## config.mk

```make
export PLATFORM = sky130hd
export DESIGN_NAME = mc_ctrl
export DESIGN_NICKNAME = d
export VERILOG_FILES = /design/src/rtl/mc_ctrl.sv
export SDC_FILE = /design/constraint.sdc
export NUM_CORES = 1
export LEC_CHECK = 0
export BUFFER_PORTS_ARGS = -buffer_cell sky130_fd_sc_hd__buf_2
export CORE_MARGIN = 2
export CORE_UTILIZATION = 30
export CTS_CLUSTER_SIZE = 8
export DETAILED_ROUTE_END_ITERATION = 10
export SYNTH_ARGS = -nofsm -noshare
export SYNTH_HDL_FRONTEND = slang
export SYNTH_SLANG_ARGS = --single-unit
```

## constraint.sdc

```tcl
create_clock -name clk -period 2.3 [get_ports clk]
set_input_delay 0.23 -clock clk [delete_from_list [all_inputs] [get_ports clk]]
set_output_delay 0.23 -clock clk [all_outputs]
set_load 0.05 [all_outputs]
```

## src/rtl/mc_ctrl.sv

```systemverilog
// mc_ctrl: multi-cycle MIPS main controller.
// Steps each instruction through fetch/decode/execute/memory/writeback,
// waits on mem_ready with a bounded timeout, and flags illegal opcodes.
module mc_ctrl #(
    parameter int TIMEOUT         = 16,
    parameter int TRAP_ON_ILLEGAL = 1,
    parameter int CNT_W           = 5
) (
    input  logic       clk,
    input  logic       rst,
    input  logic [5:0] Opcode,
    input  logic       mem_ready,
    output logic       PCWrite,
    output logic       PCWriteCond,
    output logic [1:0] PCSource,
    output logic       IorD,
    output logic       MemRead,
    output logic       MemWrite,
    output logic       IRWrite,
    output logic       MemtoReg,
    output logic       RegDst,
    output logic       RegWrite,
    output logic       ALUSrcA,
    output logic [1:0] ALUSrcB,
    output logic [2:0] ALUOp,
    output logic       Ext_op,
    output logic       illegal,
    output logic       retire,
    output logic [3:0] state
);

    typedef enum logic [3:0] {
        S_FETCH  = 4'd0,
        S_DECODE = 4'd1,
        S_MEMADR = 4'd2,
        S_MEMRD  = 4'd3,
        S_LWWB   = 4'd4,
        S_MEMWR  = 4'd5,
        S_REXE   = 4'd6,
        S_RWB    = 4'd7,
        S_BEQ    = 4'd8,
        S_JMP    = 4'd9,
        S_IEXE   = 4'd10,
        S_IWB    = 4'd11,
        S_FAULT  = 4'd15
    } state_t;

    localparam logic [5:0] OP_RTYPE = 6'b000000;
    localparam logic [5:0] OP_LW    = 6'b100011;
    localparam logic [5:0] OP_SW    = 6'b101011;
    localparam logic [5:0] OP_BEQ   = 6'b000100;
    localparam logic [5:0] OP_J     = 6'b000010;
    localparam logic [5:0] OP_ADDI  = 6'b001000;
    localparam logic [5:0] OP_ADDIU = 6'b001001;
    localparam logic [5:0] OP_ORI   = 6'b001101;
    localparam logic [5:0] OP_LUI   = 6'b001111;

    // Timeout fires on the wait cycle whose increment would make the counter reach TIMEOUT
    localparam bit              TO_EN     = (TIMEOUT > 0);
    localparam logic [CNT_W-1:0] LAST_WAIT = CNT_W'((TIMEOUT > 0) ? (TIMEOUT - 1) : 0);
    localparam bit              TRAP      = (TRAP_ON_ILLEGAL != 0);

    state_t           cur_state;
    state_t           next_state;
    logic [CNT_W-1:0] wait_cnt;
    logic             ill_pulse;
    logic             in_wait;
    logic             timeout_hit;
    logic             fault_take;

    assign state       = cur_state;
    assign in_wait     = (cur_state == S_FETCH) || (cur_state == S_MEMRD) || (cur_state == S_MEMWR);
    assign timeout_hit = TO_EN && in_wait && !mem_ready && (wait_cnt == LAST_WAIT);

    // State register; reset aborts any instruction in flight
    always_ff @(posedge clk or negedge rst) begin
        if (!rst) begin
            cur_state <= S_FETCH;
        end else begin
            cur_state <= next_state;
        end
    end

    // Wait counter counts unanswered memory cycles; the pulse flag marks a non-trapping fault
    always_ff @(posedge clk or negedge rst) begin
        if (!rst) begin
            wait_cnt  <= '0;
            ill_pulse <= 1'b0;
        end else begin
            if (in_wait && !mem_ready && !fault_take) begin
                wait_cnt <= wait_cnt + CNT_W'(1);
            end else begin
                wait_cnt <= '0;
            end
            ill_pulse <= fault_take && !TRAP;
        end
    end

    // Next-state selection, including opcode dispatch and the fault path
    always_comb begin
        next_state = cur_state;
        fault_take = 1'b0;
        case (cur_state)
            S_FETCH: begin
                if (mem_ready)        next_state = S_DECODE;
                else if (timeout_hit) fault_take = 1'b1;
            end
            S_DECODE: begin
                case (Opcode)
                    OP_RTYPE:                          next_state = S_REXE;
                    OP_LW, OP_SW:                      next_state = S_MEMADR;
                    OP_BEQ:                            next_state = S_BEQ;
                    OP_J:                              next_state = S_JMP;
                    OP_ADDI, OP_ADDIU, OP_ORI, OP_LUI: next_state = S_IEXE;
                    default:                           fault_take = 1'b1;
                endcase
            end
            S_MEMADR: next_state = (Opcode == OP_LW) ? S_MEMRD : S_MEMWR;
            S_MEMRD: begin
                if (mem_ready)        next_state = S_LWWB;
                else if (timeout_hit) fault_take = 1'b1;
            end
            S_LWWB: next_state = S_FETCH;
            S_MEMWR: begin
                if (mem_ready)        next_state = S_FETCH;
                else if (timeout_hit) fault_take = 1'b1;
            end
            S_REXE:  next_state = S_RWB;
            S_RWB:   next_state = S_FETCH;
            S_BEQ:   next_state = S_FETCH;
            S_JMP:   next_state = S_FETCH;
            S_IEXE:  next_state = S_IWB;
            S_IWB:   next_state = S_FETCH;
            S_FAULT: next_state = S_FAULT;
            default: next_state = S_FETCH;
        endcase
        if (fault_take) begin
            next_state = TRAP ? S_FAULT : S_FETCH;
        end
    end

    // Datapath controls decoded from state; only fetch loads and retire look at mem_ready
    always_comb begin
        PCWrite     = 1'b0;
        PCWriteCond = 1'b0;
        PCSource    = 2'b00;
        IorD        = 1'b0;
        MemRead     = 1'b0;
        MemWrite    = 1'b0;
        IRWrite     = 1'b0;
        MemtoReg    = 1'b0;
        RegDst      = 1'b0;
        RegWrite    = 1'b0;
        ALUSrcA     = 1'b0;
        ALUSrcB     = 2'b00;
        ALUOp       = 3'b000;
        Ext_op      = 1'b0;
        retire      = 1'b0;
        illegal     = ill_pulse;
        case (cur_state)
            S_FETCH: begin
                MemRead = 1'b1;
                ALUSrcB = 2'b01;
                IRWrite = mem_ready;
                PCWrite = mem_ready;
            end
            S_DECODE: begin
                ALUSrcB = 2'b11;
                Ext_op  = 1'b1;
            end
            S_MEMADR: begin
                ALUSrcA = 1'b1;
                ALUSrcB = 2'b10;
                Ext_op  = 1'b1;
            end
            S_MEMRD: begin
                MemRead = 1'b1;
                IorD    = 1'b1;
            end
            S_LWWB: begin
                RegWrite = 1'b1;
                MemtoReg = 1'b1;
                retire   = 1'b1;
            end
            S_MEMWR: begin
                MemWrite = 1'b1;
                IorD     = 1'b1;
                retire   = mem_ready;
            end
            S_REXE: begin
                ALUSrcA = 1'b1;
                ALUOp   = 3'b010;
            end
            S_RWB: begin
                RegDst   = 1'b1;
                RegWrite = 1'b1;
                retire   = 1'b1;
            end
            S_BEQ: begin
                ALUSrcA     = 1'b1;
                ALUOp       = 3'b001;
                PCWriteCond = 1'b1;
                PCSource    = 2'b01;
                retire      = 1'b1;
            end
            S_JMP: begin
                PCWrite  = 1'b1;
                PCSource = 2'b10;
                retire   = 1'b1;
            end
            S_IEXE: begin
                ALUSrcA = 1'b1;
                ALUSrcB = 2'b10;
                case (Opcode)
                    OP_ORI:  ALUOp = 3'b100;
                    OP_LUI:  ALUOp = 3'b011;
                    default: begin
                        ALUOp  = 3'b000;
                        Ext_op = 1'b1;
                    end
                endcase
            end
            S_IWB: begin
                RegWrite = 1'b1;
                retire   = 1'b1;
            end
            S_FAULT: begin
                ALUOp   = 3'b111;
                illegal = 1'b1;
            end
            default: begin
                ALUOp = 3'b000;
            end
        endcase
    end

endmodule

```

* Word level (Yosys, flattened, before mapping) *
Cells that the tools add are included.

operators by class
  add/sub/neg operators = 1
  reduce and logical (&&, ||, !) cells = 22
  eq/ne operators = 25
  mux-type cells = 30

operators with widths
  kind                 count
  $pmux 4 s8           1
  $eq 6x4->1 const B   4
  $eq 4x4->1 const B   5
  $pmux 4 s5           1
  $eq 4x3->1 const B   4
  $mux 4               4
  $mux 1               14
  $eq 6x6->1 const B   2
  $pmux 3 s4           1
  $reduce_or 2->1      6
  $ne 3x3->1 const B   3
  $reduce_or 9->1      1
  $eq 4x2->1 const B   2
  $pmux 1 s2           4
  $reduce_or 4->1      2
  $ne 7x7->1 const B   1
  $eq 6x2->1 const B   1
  $eq 6x3->1 const B   1
  $logic_not 6->1      1
  $pmux 2 s3           1
  $pmux 3 s2           1
  $reduce_or 3->1      2
  $add 5x1->5 const B  1
  $eq 5x4->1 const B   1
  10 further kinds     14

storage, ports and cells
  register bits after elaboration = 9
  output and inout bits = 24
  input bits = 9

* Longest topological paths before layout *
Gate-level depths: netlist of the first run.

  word-level depth = 11
  depth in mapped cells = 7

* Worst setup path after synthesis of the first run *
OpenSTA, ideal clock, no wires.

  kind = register to output
  from = register cur_state[1] (netlist: state[1])
  to = output port PCWrite
  stages on the path, launching flop included = 5
  slack = -1035 ps
  data required time = 2070 ps
  arrival = 3105 ps
  cell sequence = dfrtp_1 -> buf_2 -> buf_1 -> nor4_1 -> or2_2

on the way
  word-level cells in the longest chain between the ends = 2

ends and longest elaborated chain
  element                                               line  RTL
  start, declared                                       63    state_t cur_state;
  start signal, assigned                                80    cur_state <= next_state;
  $eq 4x4->1 / $logic_not 4->1 (equally long branches)  160   case (cur_state)
  $pmux 1 s2 (*)                                        160
  end, declared                                         13    output logic PCWrite,

Every way passes the cells marked *; elsewhere a longest branch is shown, timed or not.

* Worst setup path in the final report of the first run *
  from = register cur_state[2] (netlist: state[2])
  to = output port ALUOp[2]

on the way
  word-level cells in the longest chain between the ends = 2

ends and longest elaborated chain
  element                                          line  RTL
  $eq 4x4->1 / $eq 4x3->1 (equally long branches)  160
  $pmux 3 s4 (*)                                   160
  end, declared                                    25    output logic [2:0] ALUOp,

Marked as above.

==> results.py, run 1 <==
metrics = {
    "status": {
        "status": "finished clean",
    },
    "drt": {
        "firstDrtPassIters": 4,
        "num_vias": 989,
        "post_drt_wl_per_cell_um": 12.2,
        "routed_wl_mm": 2.27,
        "drt_iter0_markers": 16,
        "drc": 0,
        "ant_nets": 0,
        "routed_via_density": 5.32,
    },
    "cells_and_area": {
        "instances_no_fill": 186,
        "seqCellArea_sq_um": 225,
        "layout.nets": 167,
        "layout-drive-gt1-share_pct": 31.6,
        "multiInputGateArea_sq_um": 629,
        "utilization_pct": 40.4,
        "area_delta_synth_final_pct": 26.7,
        "n_fill_cell": 297,
        "diodes": 0,
    },
    "sta": {
        "min_period_over_period_pct": 92.5,
        "min_period_ns": 2.13,
        "relSlewSlack_pct": 62.8,
        "max_freq_ghz": 0.470,
        "finalHoldViolations": 0,
        "finClkSkew_ns": 0.000935,
        "rsz0062_at_grt": "no",
        "timing.final.ws_setup_ns": 0.173,
        "setup_violations": 0,
        "final_max_slew_viol_count": 0,
        "tightest_slew_ns": 0.558,
    },
    "global_route": {
        "grt_remaining_overflow": 0,
        "grt_pass1_vias": 849,
        "antenna_found_initial": 0,
        "grt_max_degree": 19,
        "grt_pass1_wl_mm": 3.65,
        "grt_usage_pct": 13.3,
    },
    "clock_network": {
        "clock_sinks": 9,
        "tritoncts": "done",
        "cts_buffers": 3,
        "h-tree-depth": 1,
        "postCtsHoldBufs": 1,
        "post-cts-setup-buffers": 0,
        "clk_pin_slew_ns": 0.06,
        "ctsRootBufferMaster": "clkbuf_4",
        "cts_max_path_buffers": 2,
        "ctsResizeCount": 0,
        "clk_latency_ns": 0.25,
    },
    "yosys": {
        "postSynthCellCount": 124,
        "ys_warn_count": 0,
        "synth_flop_cell": "dfrtp_1",
        "avgSynthCellArea_sq_um": 7.15,
        "ys_seq_area_share_pct": 25.4,
        "synth_common_cells": "24 x nor2_1, 10 x a21oi_1, 9 x dfrtp_1",
        "yosysTopAreaCellShare_pct": 25.4,
        "yosys.cell_count.top_type": "nor2_1",
        "synth.ff_latch_count": 9,
        "synth_area_leaders": "dfrtp_1 25%, nor2_1 10%, a21oi_1 5.6%, nand2b_1 4.2%, ha_1 2.8%",
        "synth_area_leader_cell": "dfrtp_1",
        "synth_nets": 135,
        "synth_edf_count": 0,
        "ys_types": 41,
        "netlist_area_sq_um": 887,
        "ys_async_sr_fraction_pct": 100,
    },
    "critical_path": {
        "crit_path_max_incr_delay_ns": 0.62,
        "crit_fanout": 18,
        "crit_start": "state[2]$_DFFE_PN0P_",
        "slowest_stage": "or4_1",
        "path_cells": "or4_1, a21oi_1, buf_2",
        "rr_startpoint": "wait_cnt[0]$_DFF_PN0_",
        "rr_endpoint": "state[1]$_DFFE_PN0P_",
        "cp-start-kind": "flip-flop",
        "critPathKind": "flip-flop to primary output",
        "reg2reg_slack_ns": 0.31,
        "critPathCaptureType": "primary output",
        "cp-endpoint": "ALUOp[2]",
        "r2r_cells": 5,
        "cp.required_ns": 2.07,
        "crit_arrival_ns": 1.90,
    },
    "floorplanning": {
        "dieHeight_um": 58.4,
        "io_pins": 33,
        "die_width_um": 58.4,
        "start_util_pct": 31.9,
        "core-area_sq_um": 2780,
        "die_area_sq_um": 3410,
        "num_rows": 19,
    },
    "min_path": {
        "hp-class": "primary input to flip-flop",
    },
    "placement": {
        "dp_hpwl_mm": 1.80,
        "dpl_worst_slack_ns": 0.297,
        "post-place-cells": 181,
        "io_buffers": 32,
        "gp_congestion": 0.789,
    },
    "job": {
        "cap_violations": 0,
    },
}
logic make-up after synthesis:
group	after synthesis	share of synthesized area (%)
buf+inv	13	7.05
fa+ha+maj	2	2.82
simple gates	66	38.8
compound gates	30	22.0
flops	9	25.4
xor+xnor	4	3.95
cells in the final DEF, fill, tap and decap left out, drive strengths merged, types with 2 or more instances in the layout:
master	n
o21ai	5
nor3	6
buf	34
xor2	2
a211oi	2
nor3b	2
clkbuf	4
nand4	2
dfrtp	9
and3	2
or2	3
nor2	24
nand3	5
a31oi	2
nor2b	4
o22a	2
a21oi	10
nand2b	6
or4	2
inv	5
nand2	6
ha	2
xnor2	2
state kept, by name, summed over array words and instances, names as in the netlist:
name / flops
wait_cnt: 5
state: 4
cell type report:
type                       instances  area share, %
sequential                         9           20.0
timing repair buffer              35           16.5
multi-input combinational        102           56.0
tap                               31           3.45
inverter                           5           1.67
clock buffer                       4           2.34
worst min-delay path by stage:
stage / startpoint / endpoint / slack, ns / cells after the start
after floorplan: rst / state[0]$_DFFE_PN0P_ / -0.07 / 0
after global placement: rst / wait_cnt[2]$_DFF_PN0_ / 0.08 / 1
after detailed placement: rst / wait_cnt[2]$_DFF_PN0_ / 0.09 / 1
after CTS: mem_ready / state[2]$_DFFE_PN0P_ / 0.23 / 2
after global routing: mem_ready / state[2]$_DFFE_PN0P_ / 0.25 / 2
final: mem_ready / state[2]$_DFFE_PN0P_ / 0.24 / 2
stage by stage:
step	TNS [ns]	hold WS [ns]	instance area, sq um
2_1_floorplan	-0.966	-0.0656	917
3_3_place_gp	0	0.0836	1090
3_5_place_dp	0	0.0859	1090
4_1_cts	0	0.234	1120
5_1_grt	0	0.248	1120
6_report	0	0.244	1120
critical path, delay by kind of cell, from the launching register on:
kind / cells / cell delay [ns]
flip-flops: 1 / 0.58
AND/OR/NAND/NOR: 1 / 0.62
AO/OA/AOI/OAI: 1 / 0.17
buffers and inverters: 1 / 0.28
routing by layer:
layer / global-route usage (%) / vias to the layer above / share of wire, %
met4: 4.98 / 0 / 1.0
met1: 18.3 / 462 / 46
met5: 0 / - / 0
met2: 21.8 / 19 / 50
li1: - / 506 / -
met3: 0.879 / 2 / 2.4
Power of run 1 is left out: the tool's default activity adds up to more than one toggle a clock period on the data nets, which glitch-free logic cannot reach.
==> run 2: changes to the inputs <==
--- a/config.mk
+++ b/config.mk
@@ -6,10 +6,13 @@
 export NUM_CORES = 1
 export LEC_CHECK = 0
 export BUFFER_PORTS_ARGS = -buffer_cell sky130_fd_sc_hd__buf_2
+export CELL_PAD_IN_SITES_DETAIL_PLACEMENT = 1
+export CELL_PAD_IN_SITES_GLOBAL_PLACEMENT = 1
 export CORE_MARGIN = 2
 export CORE_UTILIZATION = 30
 export CTS_CLUSTER_SIZE = 8
 export DETAILED_ROUTE_END_ITERATION = 10
+export PLACE_DENSITY_LB_ADDON = 0.1
 export SYNTH_ARGS = -nofsm -noshare
 export SYNTH_HDL_FRONTEND = slang
 export SYNTH_SLANG_ARGS = --single-unit
==> run 2 against run 1 <==
  * Flip-flop and latch count unchanged
  * Die area is the same
  * Clock skew increased by 0.00073 ns
  * Final cell count rose by 1.1%
  * Register-to-register slack got worse by 0.03 ns
  * First-iteration DRC count is 13% higher
  * Non-clock buffer count is 2 higher
  * Fmax is 1.8% lower
  * Core utilization rose by 0.58 points
  * Clock-buffer cell count did not move
  * Wire length rose by 20%
  * Worst setup slack got worse by 0.038 ns
==> results.py, run 2 (same netlist as run 1, synthesis figures left out) <==
metrics = {
    "placement": {
        "gp_congestion": 0.812,
        "dpl_cell_area_sq_um": 1100,
        "dpl_worst_slack_ns": 0.273,
        "io_buffers": 32,
        "dp_hpwl_mm": 2.14,
    },
    "floorplanning": {
        "io_pins": 33,
        "core-area_sq_um": 2780,
        "num_rows": 19,
        "start_util_pct": 31.9,
        "dieHeight_um": 58.4,
        "die_area_sq_um": 3410,
        "die_width_um": 58.4,
    },
    "global_route": {
        "grt_pass1_vias": 994,
        "grt_usage_pct": 16.8,
        "antenna_found_initial": 0,
        "grt_pass1_wl_mm": 4.51,
        "grt_max_degree": 19,
        "grt_remaining_overflow": 0,
    },
    "critical_path": {
        "crit_fanout": 11,
        "crit_path_max_incr_delay_ns": 0.51,
        "worst-path-buf-inv": 2,
        "slowest_stage": "dfrtp_1",
        "cp.required_ns": 2.07,
        "cp-start-kind": "flip-flop",
        "path_cells": "buf_4, or4_1, a21oi_1, buf_2",
        "crit_family": "buffers and inverters",
        "critPathKind": "flip-flop to primary output",
        "crit_arrival_ns": 1.93,
        "critPathCaptureType": "primary output",
    },
    "sta": {
        "relSlewSlack_pct": 60.4,
        "rsz0062_at_grt": "no",
        "tightest_slew_ns": 0.594,
        "timing.final.ws_setup_ns": 0.135,
        "finalHoldViolations": 0,
        "max_freq_ghz": 0.462,
        "finClkSkew_ns": 0.00167,
        "min_period_over_period_pct": 94.1,
        "min_period_ns": 2.16,
        "setup_violations": 0,
        "final_max_slew_viol_count": 0,
    },
    "drt": {
        "post_drt_wl_per_cell_um": 14.4,
        "drc": 0,
        "num_vias": 1003,
        "firstDrtPassIters": 2,
        "drt_iter0_markers": 18,
        "routed_wl_mm": 2.72,
        "routed_via_density": 5.34,
        "ant_nets": 0,
    },
    "cells_and_area": {
        "post-route-cell-area_sq_um": 1140,
        "diodes": 0,
        "layout.nets": 169,
        "top_register": "wait_cnt",
        "area_delta_synth_final_pct": 28.5,
        "final_common_cell": "buf_2",
        "layout-drive-gt1-share_pct": 33.1,
        "largest_reg_flops": 5,
        "layout_common_cells": "32 x buf_2, 23 x nor2_1, 10 x a21oi_1, 8 x dfrtp_1",
    },
    "clock_network": {
        "clock_sinks": 9,
        "clk_pin_slew_ns": 0.06,
        "tritoncts": "done",
        "h-tree-depth": 1,
        "cts_buffers": 3,
        "ctsRootBufferMaster": "clkbuf_4",
        "cts_max_path_buffers": 2,
        "clk_latency_ns": 0.25,
    },
    "job": {
        "cap_violations": 0,
    },
    "status": {
        "status": "finished clean",
    },
    "min_path": {
        "hp-class": "primary input to flip-flop",
    },
}
[run 2: cell types whose count changed in the layout (fill, tap and decap cells not counted), sizes merged]
cell | previous run | this run
buf | 34 | 36
[run 2: stage by stage]
step / instances / util (%) / hold slack (ns) / setup TNS, ns
after detailed placement: 183 / 39.6 / 0.0929 / 0
after global routing: 188 / 41.0 / 0.231 / 0
after global placement: 183 / 39.6 / 0.0877 / 0
after floorplan: 124 / - / -0.0656 / -0.966
after CTS: 188 / 40.9 / 0.235 / 0
final: 188 / 41.0 / 0.239 / 0
[run 2: worst reg2reg max path, cell delays in order, from the launching register on]
cell and delay [ns]:
dfrtp_1 0.39, ha_1 0.23, and3_1 0.19, ha_1 0.19, or4_1 0.64, o22a_1 0.27
[run 2: path summary, 6_finish.rpt]
check                                      startpoint               endpoint  slack (ns)  cells past startpoint
worst max-delay path             state[0]$_DFFE_PN0P_               ALUOp[2]        0.14                      4
worst min-delay path                        mem_ready   state[2]$_DFFE_PN0P_        0.24                      2
worst max register to register  wait_cnt[0]$_DFF_PN0_   state[1]$_DFFE_PN0P_        0.28                      5
worst min register to register  wait_cnt[0]$_DFF_PN0_  wait_cnt[0]$_DFF_PN0_        0.46                      1
max in group asynchronous                         rst   state[2]$_DFFE_PN0P_        1.76                      2
min in group asynchronous                         rst   state[3]$_DFFE_PN0P_        0.35                      2
[run 2: what timing repair did]
item | 4_1_cts | 5_1_grt
hold endpoints to repair | 9 | 0
gates resized for setup | 0 | 1
setup buffers | 0 | 0
setup endpoints to repair | 0 | 1
hold buffers | 1 | 0
[run 2: layer usage]
metal	track usage, %	routed length, um	vias up	part of all wire, %
li1	-	-	508	-
met5	0	0	-	0
met3	4.18	115	0	4.2
met4	0.997	0	0	0
met1	23.5	1360	471	50
met2	27.6	1240	24	46
[run 2: cell type report]
cell class                      instances  area (sq um)
Timing Repair Buffer                   37           200
Inverter                                5          18.8
Clock buffer                            4          26.3
Fill cell                             366          1640
Tap cell                               31          38.8
Multi-Input combinational cell        102           629
Sequential cell                         9           226
Power of run 2 is left out for the same reason.
==> run 3: changes to the inputs <==
--- a/config.mk
+++ b/config.mk
@@ -8,6 +8,7 @@
 export BUFFER_PORTS_ARGS = -buffer_cell sky130_fd_sc_hd__buf_2
 export CELL_PAD_IN_SITES_DETAIL_PLACEMENT = 1
 export CELL_PAD_IN_SITES_GLOBAL_PLACEMENT = 1
+export CORE_ASPECT_RATIO = 0.7
 export CORE_MARGIN = 2
 export CORE_UTILIZATION = 30
 export CTS_CLUSTER_SIZE = 8
==> constraint.sdc (replaced) <==
create_clock -name clk -period 2.4 [get_ports clk]
set_input_delay 0.24 -clock clk [delete_from_list [all_inputs] [get_ports clk]]
set_output_delay 0.24 -clock clk [all_outputs]
set_load 0.05 [all_outputs]
==> run 3 against run 2 <==
  * Final area rose by 0.88%
  * Global-route usage rose by 0.91 points
  * Worst setup slack improved by 0.13 ns
  * Wire length rose by 2.9%
  * Clock-buffer cell count did not move
  * Critical path depth did not move
  * Flip-flop and latch count did not move
  * Critical path type unchanged
==> results.py, run 3 (same netlist as run 1, synthesis figures left out) <==
metrics = {
    "cells_and_area": {
        "layout.nets": 168,
        "diodes": 0,
        "n_fill_cell": 365,
        "area_delta_synth_final_pct": 29.6,
        "top_register": "wait_cnt",
        "utilization_pct": 41.0,
        "instances_no_fill": 192,
        "layout_common_cells": "32 x buf_2, 23 x nor2_1, 10 x a21oi_1, 9 x dfrtp_1",
        "seqCellArea_sq_um": 225,
        "largest_reg_flops": 5,
        "multiInputGateArea_sq_um": 623,
        "layout-drive-gt1-share_pct": 31.4,
        "final_common_cell": "buf_2",
    },
    "clock_network": {
        "cts_max_path_buffers": 2,
        "cts_buffers": 3,
        "clk_latency_ns": 0.23,
        "h-tree-depth": 1,
        "postCtsHoldBufs": 1,
        "clock_sinks": 9,
        "tritoncts": "done",
        "clk_pin_slew_ns": 0.04,
        "post-cts-setup-buffers": 0,
        "ctsRootBufferMaster": "clkbuf_8",
        "ctsResizeCount": 0,
    },
    "sta": {
        "timing.final.ws_setup_ns": 0.262,
        "finalHoldViolations": 0,
        "max_freq_ghz": 0.468,
        "rsz0062_at_grt": "no",
        "finClkSkew_ns": 0.00249,
        "tightest_slew_ns": 0.642,
        "setup_violations": 0,
        "min_period_ns": 2.14,
        "relSlewSlack_pct": 57.2,
        "final_max_slew_viol_count": 0,
        "min_period_over_period_pct": 89.1,
    },
    "critical_path": {
        "cp.required_ns": 2.16,
        "critPathKind": "flip-flop to primary output",
        "crit_fanout": 18,
        "crit_arrival_ns": 1.90,
        "cp-start-kind": "flip-flop",
        "critPathCaptureType": "primary output",
    },
    "drt": {
        "post_drt_wl_per_cell_um": 14.6,
        "routed_via_density": 5.29,
        "routed_wl_mm": 2.79,
        "num_vias": 1015,
        "drc": 0,
        "drt_iter0_markers": 45,
        "firstDrtPassIters": 4,
        "ant_nets": 0,
    },
    "min_path": {
        "hp-class": "primary input to flip-flop",
    },
    "placement": {
        "gp_congestion": 0.790,
        "post-place-cells": 187,
        "dpl_worst_slack_ns": 0.391,
        "io_buffers": 32,
        "dp_hpwl_mm": 2.22,
    },
    "global_route": {
        "grt_max_degree": 19,
        "antenna_found_initial": 0,
        "grt_pass1_wl_mm": 4.46,
        "grt_usage_pct": 17.7,
        "grt_pass1_vias": 943,
        "grt_remaining_overflow": 0,
    },
    "status": {
        "status": "finished clean",
    },
    "floorplanning": {
        "start_util_pct": 31.7,
        "dieHeight_um": 49.5,
        "io_pins": 33,
        "core-area_sq_um": 2800,
        "die_width_um": 69.0,
        "num_rows": 16,
        "die_area_sq_um": 3410,
    },
    "job": {
        "cap_violations": 0,
    },
}
==> run 3: cell count changes in the layout (fill, tap and decap cells not counted), sizes merged <==
| cell | before | now |
|---|---|---|
| buf | 36 | 35 |
==> run 3: cell type report <==
cell class	count	area share, %
Sequential cell	9	19.6
Tap cell	36	3.92
Timing Repair Buffer	36	16.8
Inverter	5	1.63
Multi-Input combinational cell	102	54.2
Clock buffer	4	3.92
==> run 3: layer usage <==
layer	track usage (%)	share of wire, %	vias up	wire (um)
met2	27.1	44	27	1240
met1	25.3	50	486	1410
met5	0	0	-	0
met3	4.79	5.2	0	146
met4	2.94	0	0	0
li1	-	-	502	-
==> run 3: worst paths after layout <==
kind / slack, ns / cells past startpoint / to / start
worst max-delay path: 0.26 / 4 / RegWrite / state[1]$_DFFE_PN0P_
worst min-delay path: 0.29 / 2 / state[2]$_DFFE_PN0P_ / mem_ready
worst max register to register: 0.38 / 5 / state[0]$_DFFE_PN0P_ / state[1]$_DFFE_PN0P_
worst min register to register: 0.45 / 1 / wait_cnt[0]$_DFF_PN0_ / wait_cnt[0]$_DFF_PN0_
max in group asynchronous: 1.80 / 2 / state[2]$_DFFE_PN0P_ / rst
min in group asynchronous: 0.42 / 2 / wait_cnt[0]$_DFF_PN0_ / rst
==> run 3: metrics by stage <==
stage               area (sq um)  hold WS (ns)  setup TNS (ns)
floorplan                    911       -0.0556          -0.687
global placement            1090        0.0976               0
global route                1150         0.284               0
detailed placement          1090         0.101               0
CTS                         1150         0.280               0
finish                      1150         0.291               0
==> run 3: critical path: stages, from the launching register on <==
cell and delay, ns:
dfrtp_1 0.74, nand2b_1 0.33, nand2_1 0.16, o22ai_1 0.15, buf_2 0.28
Power of run 3 is left out for the same reason.
